==> src/rtl/id_ex_hazard_ctrl_pkg.sv <==
// Shared pipeline definitions: hazard FSM state encoding, register-zero constant,
// control bundle type and the load-use hazard detector.
package id_ex_hazard_ctrl_pkg;

    typedef enum logic [1:0] {
        StRun    = 2'b00,
        StBubble = 2'b01,
        StSquash = 2'b10
    } hz_state_e;

    localparam logic [4:0] RegZero = 5'd0;
    localparam int unsigned SquashCntW = 3;

    typedef struct packed {
        logic pc_write;
        logic ifid_write;
        logic ifid_flush;
        logic idex_flush;
    } hz_ctrl_t;

    localparam hz_ctrl_t CtrlNormal = '{pc_write: 1'b1, ifid_write: 1'b1,
                                        ifid_flush: 1'b0, idex_flush: 1'b0};
    localparam hz_ctrl_t CtrlStall  = '{pc_write: 1'b0, ifid_write: 1'b0,
                                        ifid_flush: 1'b0, idex_flush: 1'b1};
    localparam hz_ctrl_t CtrlSquash = '{pc_write: 1'b1, ifid_write: 1'b0,
                                        ifid_flush: 1'b1, idex_flush: 1'b1};
    localparam hz_ctrl_t CtrlReset  = '{pc_write: 1'b0, ifid_write: 1'b0,
                                        ifid_flush: 1'b1, idex_flush: 1'b1};

    // A load in EX whose result the instruction in ID needs; $zero never hazards.
    function automatic logic load_use(input logic       mem_read,
                                      input logic [4:0] rd,
                                      input logic [4:0] rs,
                                      input logic [4:0] rt,
                                      input logic       uses_rt);
        return mem_read && (rd != RegZero) && ((rd == rs) || (uses_rt && (rd == rt)));
    endfunction

endpackage

==> src/rtl/id_ex_hazard_ctrl_sat_counter.sv <==
// Width-parameterised saturating event counter with asynchronous active-high reset.
module sat_counter #(
    parameter int unsigned Width = 16
) (
    input  logic             clk,
    input  logic             reset,
    input  logic             inc,
    output logic [Width-1:0] count
);

    logic [Width-1:0] count_q;
    logic [Width-1:0] count_d;

    always_comb begin
        count_d = count_q;
        // Hold at all-ones rather than wrapping.
        if (inc && (count_q != {Width{1'b1}})) begin
            count_d = count_q + Width'(1);
        end
    end

    always_ff @(posedge clk or posedge reset) begin
        if (reset) begin
            count_q <= '0;
        end else begin
            count_q <= count_d;
        end
    end

    assign count = count_q;

endmodule

==> src/rtl/id_ex_hazard_ctrl.sv <==
// ID/EX hazard controller: load-use stall bubbles and multi-cycle branch squash,
// with saturating counters of stalls and squashes taken.
module id_ex_hazard_ctrl
    import id_ex_hazard_ctrl_pkg::*;
#(
    parameter int unsigned FLUSH_CYCLES = 2,
    parameter int unsigned CNT_W        = 16
) (
    input  logic             clk,
    input  logic             reset,
    input  logic             MemRead_1,
    input  logic [4:0]       Rd_1,
    input  logic [4:0]       Rs_ID,
    input  logic [4:0]       Rt_ID,
    input  logic             UsesRt_ID,
    input  logic             BranchTaken,
    output logic             PCWrite,
    output logic             IFIDWrite,
    output logic             IFIDFlush,
    output logic             IDEXFlush,
    output logic [CNT_W-1:0] StallCount,
    output logic [CNT_W-1:0] FlushCount
);

    // The branch cycle is the first squash cycle; SQUASH covers the remaining ones.
    localparam logic [SquashCntW-1:0] SqLoad =
        (FLUSH_CYCLES >= 2) ? SquashCntW'(FLUSH_CYCLES - 2) : '0;

    hz_state_e              state_q, state_d;
    logic [SquashCntW-1:0]  sq_cnt_q, sq_cnt_d;
    hz_ctrl_t               ctrl;
    logic                   lu;
    logic                   stall_evt;
    logic                   flush_evt;

    assign lu = load_use(MemRead_1, Rd_1, Rs_ID, Rt_ID, UsesRt_ID);

    always_comb begin
        state_d   = state_q;
        sq_cnt_d  = sq_cnt_q;
        ctrl      = CtrlNormal;
        stall_evt = 1'b0;
        flush_evt = 1'b0;
        unique case (state_q)
            StRun, StBubble: begin
                if (BranchTaken) begin
                    ctrl      = CtrlSquash;
                    flush_evt = 1'b1;
                    if (FLUSH_CYCLES == 1) begin
                        state_d  = StRun;
                        sq_cnt_d = '0;
                    end else begin
                        state_d  = StSquash;
                        sq_cnt_d = SqLoad;
                    end
                end else if ((state_q == StRun) && lu) begin
                    ctrl      = CtrlStall;
                    stall_evt = 1'b1;
                    state_d   = StBubble;
                end else begin
                    state_d = StRun;
                end
            end
            StSquash: begin
                ctrl = CtrlSquash;
                if (sq_cnt_q == '0) begin
                    state_d = StRun;
                end else begin
                    sq_cnt_d = sq_cnt_q - SquashCntW'(1);
                end
            end
            default: begin
                state_d  = StRun;
                sq_cnt_d = '0;
            end
        endcase
        // Reset overrides the outputs asynchronously, not just at the next edge.
        if (reset) begin
            ctrl      = CtrlReset;
            stall_evt = 1'b0;
            flush_evt = 1'b0;
        end
    end

    always_ff @(posedge clk or posedge reset) begin
        if (reset) begin
            state_q  <= StRun;
            sq_cnt_q <= '0;
        end else begin
            state_q  <= state_d;
            sq_cnt_q <= sq_cnt_d;
        end
    end

    assign PCWrite   = ctrl.pc_write;
    assign IFIDWrite = ctrl.ifid_write;
    assign IFIDFlush = ctrl.ifid_flush;
    assign IDEXFlush = ctrl.idex_flush;

    sat_counter #(
        .Width (CNT_W)
    ) u_stall_cnt (
        .clk   (clk),
        .reset (reset),
        .inc   (stall_evt),
        .count (StallCount)
    );

    sat_counter #(
        .Width (CNT_W)
    ) u_flush_cnt (
        .clk   (clk),
        .reset (reset),
        .inc   (flush_evt),
        .count (FlushCount)
    );

endmodule

==> config.mk <==
export PLATFORM = sky130hd
export DESIGN_NAME = id_ex_hazard_ctrl
export DESIGN_NICKNAME = d
export VERILOG_FILES = /design/src/rtl/id_ex_hazard_ctrl_pkg.sv /design/src/rtl/id_ex_hazard_ctrl_sat_counter.sv /design/src/rtl/id_ex_hazard_ctrl.sv
export SDC_FILE = /design/constraint.sdc
export NUM_CORES = 1
export LEC_CHECK = 0
export ABC_AREA = 0
export CORE_ASPECT_RATIO = 0.75
export CORE_MARGIN = 3
export CORE_UTILIZATION = 60
export DETAILED_ROUTE_END_ITERATION = 6
export DONT_BUFFER_PORTS = 1
export PLACE_DENSITY_LB_ADDON = 0.25
export SLEW_MARGIN = 20
export SYNTH_ARGS = -nofsm -noshare
export SYNTH_HDL_FRONTEND = slang
export SYNTH_SLANG_ARGS = --single-unit
==> constraint.sdc <==
create_clock -name clk -period 2.25 [get_ports clk]
set_input_delay 0.225 -clock clk [delete_from_list [all_inputs] [get_ports clk]]
set_output_delay 0.225 -clock clk [all_outputs]
set_load 0.005 [all_outputs]
==> impl_metrics.py <==
metrics = {
    "outcome": {
        "run_status": "finished, final reports clean",
    },
    "grt": {
        "antenna_found_initial": 0,
        "grt_pass1_vias": 1397,
        "grt_util_all_layers_pct": 22.0,
        "grt_pass1_wl_mm": 6.36,
        "grt_max_degree": 38,
        "global_route.overflow_total": 0,
    },
    "place": {
        "detailedPlacementHpwl_mm": 3.15,
        "portBuffers": 0,
        "gp_congestion": 0.786,
    },
    "clocking": {
        "cts.sinks": 37,
        "clk_latency_ns": 0.30,
        "clk_pin_slew_ns": 0.07,
        "clockBufferDepth": 2,
        "cts-htree-levels": 2,
        "numCtsBuffers": 5,
        "clock-root-buffer": "sky130_fd_sc_hd__clkbuf_8",
        "tritoncts": "built",
    },
    "floorplanning": {
        "design.die.area_sq_um": 3920,
        "num_rows": 17,
        "io_pins": 56,
        "die_height_um": 55.0,
        "start_util_pct": 64.0,
        "core-area_sq_um": 3000,
        "die_x_um": 71.3,
    },
    "critical_path": {
        "critPathSlowestCell": "sky130_fd_sc_hd__dfrtp_1",
        "crit_path_cell_trace": "ha_1 -> nand4_1 -> o41ai_2 -> nor3_1 -> nand2_2 -> mux2_1",
        "worst_r2r_startpoint": "u_stall_cnt.count[0]",
        "crit_path_end_kind": "flip-flop",
        "cp_data_arrival_time_ns": 2.26,
        "startpoint": "u_stall_cnt.count[0]",
        "worst-path-max-fanout": 12,
        "critical-path-max-stage-delay_ns": 0.43,
        "setup.reg_to_reg.worst_slack_ns": 0.17,
        "worstSetupStartpointType": "flip-flop",
        "critical_path_class": "reg2reg",
        "cp.required_ns": 2.43,
    },
    "route": {
        "drt_pre_antenna_iters": 4,
        "routed_wire_length_per_instance_um": 18.0,
        "post_drt_via_cell_ratio": 6.08,
        "drt_first_iter_violations": 73,
        "drt.antenna.violating_nets": 0,
        "routed-via-count": 1417,
        "drt_drc_violations_left": 0,
        "drt_wl_total_mm": 4.19,
    },
    "yosys": {
        "synth.ff_latch_count": 37,
        "ys.flop_type": "sky130_fd_sc_hd__dfrtp_1",
        "syn-num-nets": 208,
        "async_reset_ff_share_pct": 100,
        "netlist_top_cells_count": "37 x sky130_fd_sc_hd__dfrtp_1, 26 x sky130_fd_sc_hd__xnor2_1, 18 x sky130_fd_sc_hd__nor2_1, 17 x sky130_fd_sc_hd__nand2_1, 15 x sky130_fd_sc_hd__xor2_1",
        "synth_area_leaders": "sky130_fd_sc_hd__dfrtp_1 48%, sky130_fd_sc_hd__xnor2_1 12%, sky130_fd_sc_hd__xor2_1 6.8%",
        "yosysMostFrequentCell": "sky130_fd_sc_hd__dfrtp_1",
        "synth-edff-count": 0,
        "synth.yosys.seq_area_share_pct": 48.2,
        "synthesis.yosys.warnings": 0,
        "postSynthCellCount": 184,
        "post_synth_instance_area_sq_um": 1920,
        "syn_area_per_cell_sq_um": 10.4,
        "netlist-cell-type-count": 31,
        "yosys.area.top_type_share_pct": 48.2,
        "synth_top_cell_by_area": "sky130_fd_sc_hd__dfrtp_1",
    },
    "sta": {
        "final.hold.worst_slack_ns": 0.0108,
        "finClkSkew_ns": 0.00782,
        "final.period_utilization_pct": 92.5,
        "report.final.hold_viol_count": 0,
        "timing.final.max_slew_violations": 0,
        "rsz0062_at_grt": "false",
        "fmax_ghz": 0.480,
        "finalCriticalPeriod_ns": 2.08,
        "worst-slew-pin-transition_ns": 0.458,
        "slew_headroom_pct": 69.5,
        "setup_total_negative_slack_ns": 0,
        "final-setup-viol-count": 0,
    },
    "power": {
        "power.total_mw": 1.41,
        "worst_ir_drop_vdd_mv": 0.743,
        "cellPowerDensity_nw_per_um2": 675,
        "cellLeakagePower_nw": 0.959,
    },
    "flow_run": {
        "cap_viol_max_count": 0,
    },
    "worst_hold_path": {
        "worst_hold_startpoint": "BranchTaken",
        "hold_path_class": "in2reg",
    },
    "cells_and_area": {
        "antenna-diode-count": 0,
        "area.growth.synth_to_final_pct": 8.80,
        "drive_gt1_share_pct": 10.3,
        "finish.net_count": 219,
    },
}
kinds of logic (layout without fill, tap and decap cells):
| family | Yosys count | count (layout) | synth area share (%) |
|---|---|---|---|
| mux | 1 | 1 | 0.587 |
| simple gates | 80 | 80 | 21.9 |
| buf+inv | 9 | 20 | 1.96 |
| fa+ha+maj | 4 | 4 | 2.61 |
| xor+xnor | 41 | 41 | 18.7 |
| compound gates | 12 | 12 | 6.00 |
| flops | 37 | 37 | 48.2 |
stage by stage:
stage	setup slack (ns)	util [%]	area [sq um]	instances
2_1_floorplan	0.0282	-	1920	184
5_1_grt	0.0843	69.6	2090	233
3_3_place_gp	0.252	66.3	1990	225
6_report	0.168	69.6	2090	233
3_5_place_dp	0.107	66.3	1990	225
4_1_cts	0.0848	69.5	2090	233
worst max-delay path, delay by kind of cell, from the launching register on:
kind            cells  cell delay [ns]
mux                 1             0.37
fa+ha+maj           1             0.22
simple gates        3             0.53
compound gates      1             0.42
flops               1             0.43
final cells by class:
cell class                      count  area [sq um]
Multi-Input combinational cell    138           958
Sequential cell                    37           926
Fill cell                         220           911
Clock buffer                        7          86.3
Tap cell                           38          47.5
Timing Repair Buffer                5          40.0
Inverter                            8          30.0
path summary, 6_finish.rpt:
kind | end | cells after the start
max | u_stall_cnt.count[1] | 6
min | state_q[0] | 1
max reg2reg | u_stall_cnt.count[1] | 6
min reg2reg | u_stall_cnt.count[14] | 1
max in group asynchronous | u_stall_cnt.count[15] | 3
min in group asynchronous | u_stall_cnt.count[1] | 3
timing repair:
| item | 4_1_cts | 5_1_grt |
|---|---|---|
| buffers inserted | 0 | 0 |
| gates resized for setup | 0 | 1 |
| endpoints found under the setup margin | 0 | 1 |
| endpoints found under the hold margin | 37 | 0 |
| hold buffers | 1 | 0 |
cell usage in the layout (no fill, tap or decap), drive strengths merged, types with 2 or more instances in the layout:
cell type / instances
buf: 4
nand2b: 3
nand4: 10
clkbuf: 7
o22ai: 2
nor2: 18
xnor2: 26
nor4: 4
and3: 6
nor3: 8
xor2: 15
nand2: 17
inv: 8
dfrtp: 37
o32ai: 2
a21oi: 2
ha: 4
nand3: 10
power by group:
| group | internal [mW] | switching (mW) |
|---|---|---|
| sequential | 0.715 | 0.0774 |
| clock | 0.243 | 0.226 |
| combinational | 0.0745 | 0.0740 |
routing by layer:
metal	share of wire [%]	wire [um]	track usage [%]	vias to the layer above
met5	0	0	0	-
met4	1.9	78	13.8	0
met3	7.8	326	7.22	7
met2	47	1970	35.8	50
met1	43	1820	25.8	702
li1	-	-	-	658
registers in the layout (all words and copies together) (netlist names):
signal,count
u_stall_cnt.count,16
state_q,2
sq_cnt_q,3
u_flush_cnt.count,16
(Power assumes the default switching activity.)
